`src/rtl/mv_seq_con.sv`:
```
// mv_seq_con: sequential y = M*x (+b) controller with optional ReLU.
// Loads x locally, then runs one MAC per cycle per row and writes y back to BRAM.
module mv_seq_con #(
    parameter int DATA_WIDTH = 32,
    parameter int ROWS       = 64,
    parameter int COLS       = 64,
    parameter int X_BASE     = 0,
    parameter int M_BASE     = COLS,
    parameter int B_BASE     = COLS + ROWS * COLS,
    parameter int R_BASE     = COLS + ROWS * COLS + ROWS
) (
    input  logic                  aclk,
    input  logic                  areset,
    input  logic                  start,
    input  logic                  mode_bias,
    input  logic                  mode_relu,
    output logic                  busy,
    output logic                  done,
    output logic [31:0]           BRAM_ADDR,
    output logic [DATA_WIDTH-1:0] BRAM_WRDATA,
    output logic [3:0]            BRAM_WE,
    output logic                  BRAM_CLK,
    input  logic [DATA_WIDTH-1:0] BRAM_RDDATA
);

    typedef enum logic [2:0] {
        S_IDLE,
        S_LDX,
        S_LDX_DR,
        S_ROW,
        S_DRAIN,
        S_WR,
        S_DONE
    } state_e;

    typedef enum logic [1:0] {
        K_NONE,
        K_X,
        K_B,
        K_M
    } kind_e;

    localparam int CW = (COLS > 1) ? $clog2(COLS) : 1;
    localparam int RW = (ROWS > 1) ? $clog2(ROWS) : 1;
    localparam int XN = 1 << CW;

    localparam logic [CW-1:0] C_LAST = CW'(COLS - 1);
    localparam logic [RW-1:0] R_LAST = RW'(ROWS - 1);
    localparam logic [31:0]   X_B    = 32'(X_BASE);
    localparam logic [31:0]   M_B    = 32'(M_BASE);
    localparam logic [31:0]   B_B    = 32'(B_BASE);
    localparam logic [31:0]   R_B    = 32'(R_BASE);
    localparam logic [31:0]   C_N    = 32'(COLS);

    state_e                state_q, state_d;
    logic [RW-1:0]         r_q, r_d;
    logic [CW-1:0]         c_q, c_d;
    logic [31:0]           mrow_q, mrow_d;
    logic                  bias_q, bias_d;
    logic                  relu_q, relu_d;
    logic [31:0]           addr_q, addr_d;
    logic [DATA_WIDTH-1:0] wdat_q, wdat_d;
    logic                  we_q, we_d;
    logic                  busy_q, busy_d;
    logic                  done_q, done_d;
    logic [DATA_WIDTH-1:0] acc_q, acc_d;
    kind_e                 iss_kind_q, iss_kind_d;
    logic [CW-1:0]         iss_col_q, iss_col_d;
    kind_e                 rd_kind_q, rd_kind_d;
    logic [CW-1:0]         rd_col_q, rd_col_d;
    logic [DATA_WIDTH-1:0] x_buf_q [XN];
    logic [DATA_WIDTH-1:0] prod;
    logic                  row_go;

    always_comb begin
        state_d    = state_q;
        r_d        = r_q;
        c_d        = c_q;
        mrow_d     = mrow_q;
        bias_d     = bias_q;
        relu_d     = relu_q;
        addr_d     = '0;
        wdat_d     = wdat_q;
        we_d       = 1'b0;
        acc_d      = acc_q;
        iss_kind_d = K_NONE;
        iss_col_d  = '0;
        rd_kind_d  = iss_kind_q;
        rd_col_d   = iss_col_q;
        row_go     = 1'b0;
        prod       = BRAM_RDDATA * x_buf_q[rd_col_q];

        // rd_* tags the word arriving this cycle (issued one cycle earlier)
        unique case (rd_kind_q)
            K_B:     acc_d = BRAM_RDDATA;
            K_M:     acc_d = ((rd_col_q == '0 && !bias_q) ? '0 : acc_q) + prod;
            default: ;
        endcase

        unique case (state_q)
            S_IDLE: begin
                if (start) begin
                    state_d    = S_LDX;
                    bias_d     = mode_bias;
                    relu_d     = mode_relu;
                    r_d        = '0;
                    c_d        = '0;
                    mrow_d     = M_B;
                    addr_d     = X_B;
                    iss_kind_d = K_X;
                end
            end
            S_LDX: begin
                if (c_q == C_LAST) begin
                    state_d = S_LDX_DR;
                end else begin
                    c_d        = c_q + CW'(1);
                    addr_d     = X_B + 32'(c_d);
                    iss_kind_d = K_X;
                    iss_col_d  = c_d;
                end
            end
            S_LDX_DR: row_go = 1'b1;
            S_ROW: begin
                if (iss_kind_q == K_B) begin
                    addr_d     = mrow_q;
                    iss_kind_d = K_M;
                end else if (c_q == C_LAST) begin
                    state_d = S_DRAIN;
                end else begin
                    c_d        = c_q + CW'(1);
                    addr_d     = mrow_q + 32'(c_d);
                    iss_kind_d = K_M;
                    iss_col_d  = c_d;
                end
            end
            S_DRAIN: begin
                state_d = S_WR;
                addr_d  = R_B + 32'(r_q);
                we_d    = 1'b1;
                wdat_d  = (relu_q && acc_d[DATA_WIDTH-1]) ? '0 : acc_d;
            end
            S_WR: begin
                if (r_q == R_LAST) begin
                    state_d = S_DONE;
                end else begin
                    r_d    = r_q + RW'(1);
                    mrow_d = mrow_q + C_N;
                    row_go = 1'b1;
                end
            end
            S_DONE:  state_d = S_IDLE;
            default: state_d = S_IDLE;
        endcase

        if (row_go) begin
            state_d = S_ROW;
            c_d     = '0;
            if (bias_q) begin
                addr_d     = B_B + 32'(r_d);
                iss_kind_d = K_B;
            end else begin
                addr_d     = mrow_d;
                iss_kind_d = K_M;
            end
        end

        busy_d = (state_d != S_IDLE);
        done_d = (state_d == S_DONE);
    end

    always_ff @(posedge aclk) begin
        if (areset) begin
            state_q    <= S_IDLE;
            r_q        <= '0;
            c_q        <= '0;
            mrow_q     <= '0;
            bias_q     <= 1'b0;
            relu_q     <= 1'b0;
            addr_q     <= '0;
            wdat_q     <= '0;
            we_q       <= 1'b0;
            busy_q     <= 1'b0;
            done_q     <= 1'b0;
            acc_q      <= '0;
            iss_kind_q <= K_NONE;
            iss_col_q  <= '0;
            rd_kind_q  <= K_NONE;
            rd_col_q   <= '0;
        end else begin
            state_q    <= state_d;
            r_q        <= r_d;
            c_q        <= c_d;
            mrow_q     <= mrow_d;
            bias_q     <= bias_d;
            relu_q     <= relu_d;
            addr_q     <= addr_d;
            wdat_q     <= wdat_d;
            we_q       <= we_d;
            busy_q     <= busy_d;
            done_q     <= done_d;
            acc_q      <= acc_d;
            iss_kind_q <= iss_kind_d;
            iss_col_q  <= iss_col_d;
            rd_kind_q  <= rd_kind_d;
            rd_col_q   <= rd_col_d;
        end
    end

    // x_buf is reloaded on every start, so it needs no reset
    always_ff @(posedge aclk) begin
        if (rd_kind_q == K_X) begin
            x_buf_q[rd_col_q] <= BRAM_RDDATA;
        end
    end

    assign busy        = busy_q;
    assign done        = done_q;
    assign BRAM_ADDR   = addr_q << 2;
    assign BRAM_WRDATA = wdat_q;
    assign BRAM_WE     = (we_q && !areset) ? 4'hF : 4'h0;
    assign BRAM_CLK    = aclk;

endmodule
```
`config.mk`:
```
export PLATFORM = sky130hd
export DESIGN_NAME = mv_seq_con
export DESIGN_NICKNAME = d
export VERILOG_FILES = /design/src/rtl/mv_seq_con.sv
export SDC_FILE = /design/constraint.sdc
export NUM_CORES = 2
export LEC_CHECK = 0
export CAP_MARGIN = 20
export CORE_ASPECT_RATIO = 0.5
export CORE_MARGIN = 3
export CORE_UTILIZATION = 55
export CTS_CLUSTER_SIZE = 14
export DETAILED_ROUTE_END_ITERATION = 16
export MAX_ROUTING_LAYER = met4
export PLACE_DENSITY_LB_ADDON = 0.25
export SLEW_MARGIN = 5
export SYNTH_ARGS = -nofsm -noshare
export SYNTH_HDL_FRONTEND = slang
export SYNTH_SLANG_ARGS = --single-unit
```
`constraint.sdc`:
```
create_clock -name aclk -period 11.3 [get_ports aclk]
set_input_delay 1.13 -clock aclk [delete_from_list [all_inputs] [get_ports aclk]]
set_output_delay 1.13 -clock aclk [all_outputs]
set_load 0.05 [all_outputs]
```
-- Yosys cells after proc, flatten, opt, wreduce, memory -nomap -nowiden
Memory sizes are Yosys's and may differ from the RTL's. A register that Yosys moved wholly into a read port is not among the register bits.
Cells that the tools add are included.
- bits in registers: 162
- RAM bits: 2048
- input port bits: 37
- output and inout port bits: 71
- word-level logic and storage cells: 94
- memories kept: 1
- $add $sub $neg: 7
- multipliers: 1
- eq/ne operators: 14
- mux-type cells: 43
- reductions and logical operators: 12
- memory list (memory ; depth ; width ; rd ports ; clocked after memory_dff ; wr ports ; RTL line ; text):
    x_buf_q ; 64 ; 32 ; 1 ; 1 ; 1 ; 71 ; logic [DATA_WIDTH-1:0] x_buf_q [XN];
- operators by type and width (kind ; count):
    2-to-1 mux 32 bit ; 4
    one-hot mux 32 bit (2 select lines) ; 2
    2-to-1 mux 30 bit ; 4
    one-hot mux 30 bit (3 select lines) ; 1
    2-to-1 mux 6 bit ; 9
    adder 32 bit ; 1
    adder 32 x 7 -> 32 bit, second input constant ; 1
    multiplier 32 x 32 -> 32 bit ; 1
    adder 30 x 6 -> 30 bit ; 1
    adder 13 x 6 -> 14 bit, first input constant ; 2
    one-hot mux 6 bit (2 select lines) ; 2
    2-to-1 mux 3 bit ; 6
    one-hot mux 3 bit (6 select lines) ; 1
    one-hot mux 6 bit (3 select lines) ; 1
    adder 6 x 1 -> 6 bit, second input constant ; 2
    equality test 6 bit, second input constant ; 2
    equality test 3 bit, second input constant ; 3
    2-to-1 mux 1 bit ; 7
    equality test 2 bit, second input constant ; 3
    equality test 3 x 2 -> 1 bit, second input constant ; 2
    zero test 6 bit ; 1
    2-to-1 mux 2 bit ; 3
    one-hot mux 2 bit (3 select lines) ; 1
    nonzero test 3 bit ; 2
    11 further kinds ; 15

-- Logic depth before layout (Yosys ltp)
- word-level depth: 7
- gate-level depth with buffers: 44
- gate-level depth less buffers: 35

==> impl_metrics.yaml <==
sta:
  hold_violations: 0
  fin_tns_setup_ps: 0
  worst_slew_pin_slew_ps: 1280
  max_freq_mhz: 90.4
  final-max-slew-violation-count: 0
  setup_ws_ps: 244
  setup_viol: 0
  max_slew_headroom_pct: 15.0
  clock-skew-final_ps: 77.7
  setup_repair_after_global_routing_missed_its_margin: "false"
  min_period_over_period_pct: 97.8
  period_minus_slack_ps: 11060
place:
  pre_cts_ws_ps: 234
  gp_congestion: 1.03
  portBuffers: 105
  hpwl_mm: 240
routing:
  drtIter0Drc: 11200
  final_antenna_net_count: 0
  detailedRoute.firstPassIterationCount: 6
  overall_routed_net_length_mm: 363
  route.vias.total: 66600
  drc_errors: 0
  vias_per_cell: 6.75
  routed_wire_length_per_instance_um: 36.8
critical_path:
  timing.critical_path.arrival_ps: 11880
  critical_path_buf_inv_count: 6
  ff2ff_setup_slack_ps: 240
  critical-path-slowest-cell: "a211oi_1"
  timing.critical_path.required_ps: 12130
  cp_max_fo: 45
  timing.critical_path.from_type: "flop"
  worstReg2RegStart: "rd_col_q[1]"
  most_used_cell_along_the_critical_path: "fa_1"
  worstSetupEndpointType: "flop"
  critical_path_cell_count: 34
  cp_peak_stage_delay_ps: 730
  criticalPathCategory: "flop to flop"
  ff2ff_path_depth: 34
  endpoint_of_the_lowest_slack_register_to_register_path: "BRAM_WRDATA[13]"
  crit_family: "adder cells"
global_routing:
  first_global_vias: 64900
  grt-ovfl-total: 0
  pin_count_of_the_biggest_net_entering_global_routing: 79
  groute.usage.overall_pct: 38.7
  grt_antenna_before_repair: 31
  grt_first_pass_wirelength_mm: 507
cts:
  worst_setup_hold_path_clk_slew_ps: 70
  clock_insertion_delay_worst_skew_ps: 990
  postCtsHoldBufs: 0
  cts_tree: "built"
synthesis:
  unique_cell_type_count_in_the_yosys_netlist: 99
  syn-instance-count: 6849
  synth_top_area_share_pct: 59.4
  syn_area_cell_um2: 15.1
  synth_enable_flop_cells: 2048
  dominantRegCellSynth: "edfxtp_1"
  synth-warning-count: 0
  synthTopCellsByArea: "edfxtp_1 59%, fa_1 8.5%, mux4_2 3.7%"
  postSynth.asyncResetShare_pct: 0
  yosysTopAreaCell: "edfxtp_1"
  synth_register_bits: 2208
  seq_area_frac_synth_pct: 62.5
  post_synth_instance_area_um2: 104000
hold_path:
  worstHoldPathType: "flop to flop"
  min_from: "iss_kind_q[1]"
  hold_depth: 1
  min_to: "rd_kind_q[1]"
power:
  total_leakage_power_nw: 40.3
  vdd_ir_drop_max_uv: 1360
  power.density_cell_area_nw_per_um2: 270
layout:
  nNetsFinal: 7826
  commonest_non_fill_non_tap_cell_in_the_layout: "edfxtp_1"
  areaGrowthSynthToFinish_pct: 12.3
  drive_above_1_share_pct: 17.1
  mostFrequentLayoutCells: "2048 x edfxtp_1, 527 x inv_1, 457 x nand2_1"
die:
  rows: 111
  ioPinCount: 108
  die_height_um: 313
  initial_utilization_pct: 55.9
  placeableCoreArea_um2: 185000
  die_area_um2: 194000
  die_width_um: 620
outcome:
  run_status: "complete, no violations"
flow_run:
  cap_viol_max_count: 0
## report_power, final
group	internal [mW]	total, mW	switching [mW]
combinational	7.31	16.1	8.75
sequential	8.93	8.93	0.00808
clock	3.47	6.45	2.99
total	19.7	31.4	11.7
## flip-flops by register name (all words and copies together) (netlist names), 6 cells and up
signal       count
rd_col_q         6
acc_q           32
x_buf_q       2048
mrow_q          30
BRAM_WRDATA     32
c_q              6
r_q              6
addr_q          30
iss_col_q        6
## worst max-delay path by stage
stage / startpoint / end
5_1_grt: rd_col_q[2] / BRAM_WRDATA[13]
6_report: rd_col_q[1] / BRAM_WRDATA[13]
3_5_place_dp: rd_col_q[1] / BRAM_WRDATA[0]
4_1_cts: rd_col_q[1] / BRAM_WRDATA[1]
3_3_place_gp: rd_col_q[1] / BRAM_WRDATA[0]
2_1_floorplan: rd_col_q[1] / BRAM_WRDATA[0]
## synth_stat cells (all sizes together), types with 8 or more instances
master and n:
mux2 183, a22oi 140, or3b 8, mux2i 247, o22a 18, xnor3 11
and3b 13, a221o 48, xor2 31, nand3 53, a221oi 187, nor2b 98
o31ai 12, xnor2 55, fa 439, a22o 45, and3 17, nand4 25
ha 133, mux4 169, and2 212, inv 530, a21oi 190, o2bb2ai 56
a32oi 10, o221ai 19, o41ai 8, nor2 267, or3 13, a222oi 9
nand3b 17, nor3 21, nand2b 55, clkbuf 194, buf 245, a211oi 24
a31oi 17, or2 18, o211ai 18, a21o 23, nand2 459, edfxtp 2048
dfxtp 160, o22ai 85, o21ai 123
## metal layers
| layer | up-vias | part of all wire [%] | track usage, % |
|---|---|---|---|
| met5 | - | 0 | - |
| met4 | 0 | 3.7 | 11.8 |
| met3 | 745 | 16 | 14.4 |
| met2 | 5333 | 42 | 52.6 |
| met1 | 34300 | 38 | 54.1 |
| li1 | 26200 | - | - |
## metrics by stage
stage	hold slack, ps	std cells	instance area, um2	utilization (%)	total power, mW
detailed placement	443	9489	110000	59.5	25.0
CTS	453	9819	116000	62.7	31.5
finish	451	9854	116000	62.8	31.4
global route	465	9846	116000	62.8	33.5
floorplan	414	6850	104000	-	19.8
global placement	442	9486	110000	59.5	25.0
## layout make-up
cell class | count | area, um2
Fill cell | 13400 | 68800
Timing Repair Buffer | 601 | 5450
Sequential cell | 2208 | 64700
Clock inverter | 63 | 507
Inverter | 530 | 2000
Clock buffer | 268 | 5390
Antenna cell | 25 | 62.6
Multi-Input combinational cell | 3673 | 35100
Tap cell | 2486 | 3110
## timing repair
action / CTS / global route
gates resized for setup: 0 / 9
setup endpoints to repair: 0 / 36
buffers inserted: 0 / 6
## cells by family after synthesis
kind of cell | synth area share (%)
mux | 8.06
other cells | 0.00362
flops | 62.5
buf+inv | 4.35
simple gates | 6.19
fa+ha+maj | 10.1
xor+xnor | 1.01
compound gates | 7.82
Note: power is estimated with default switching activity, not from simulation.
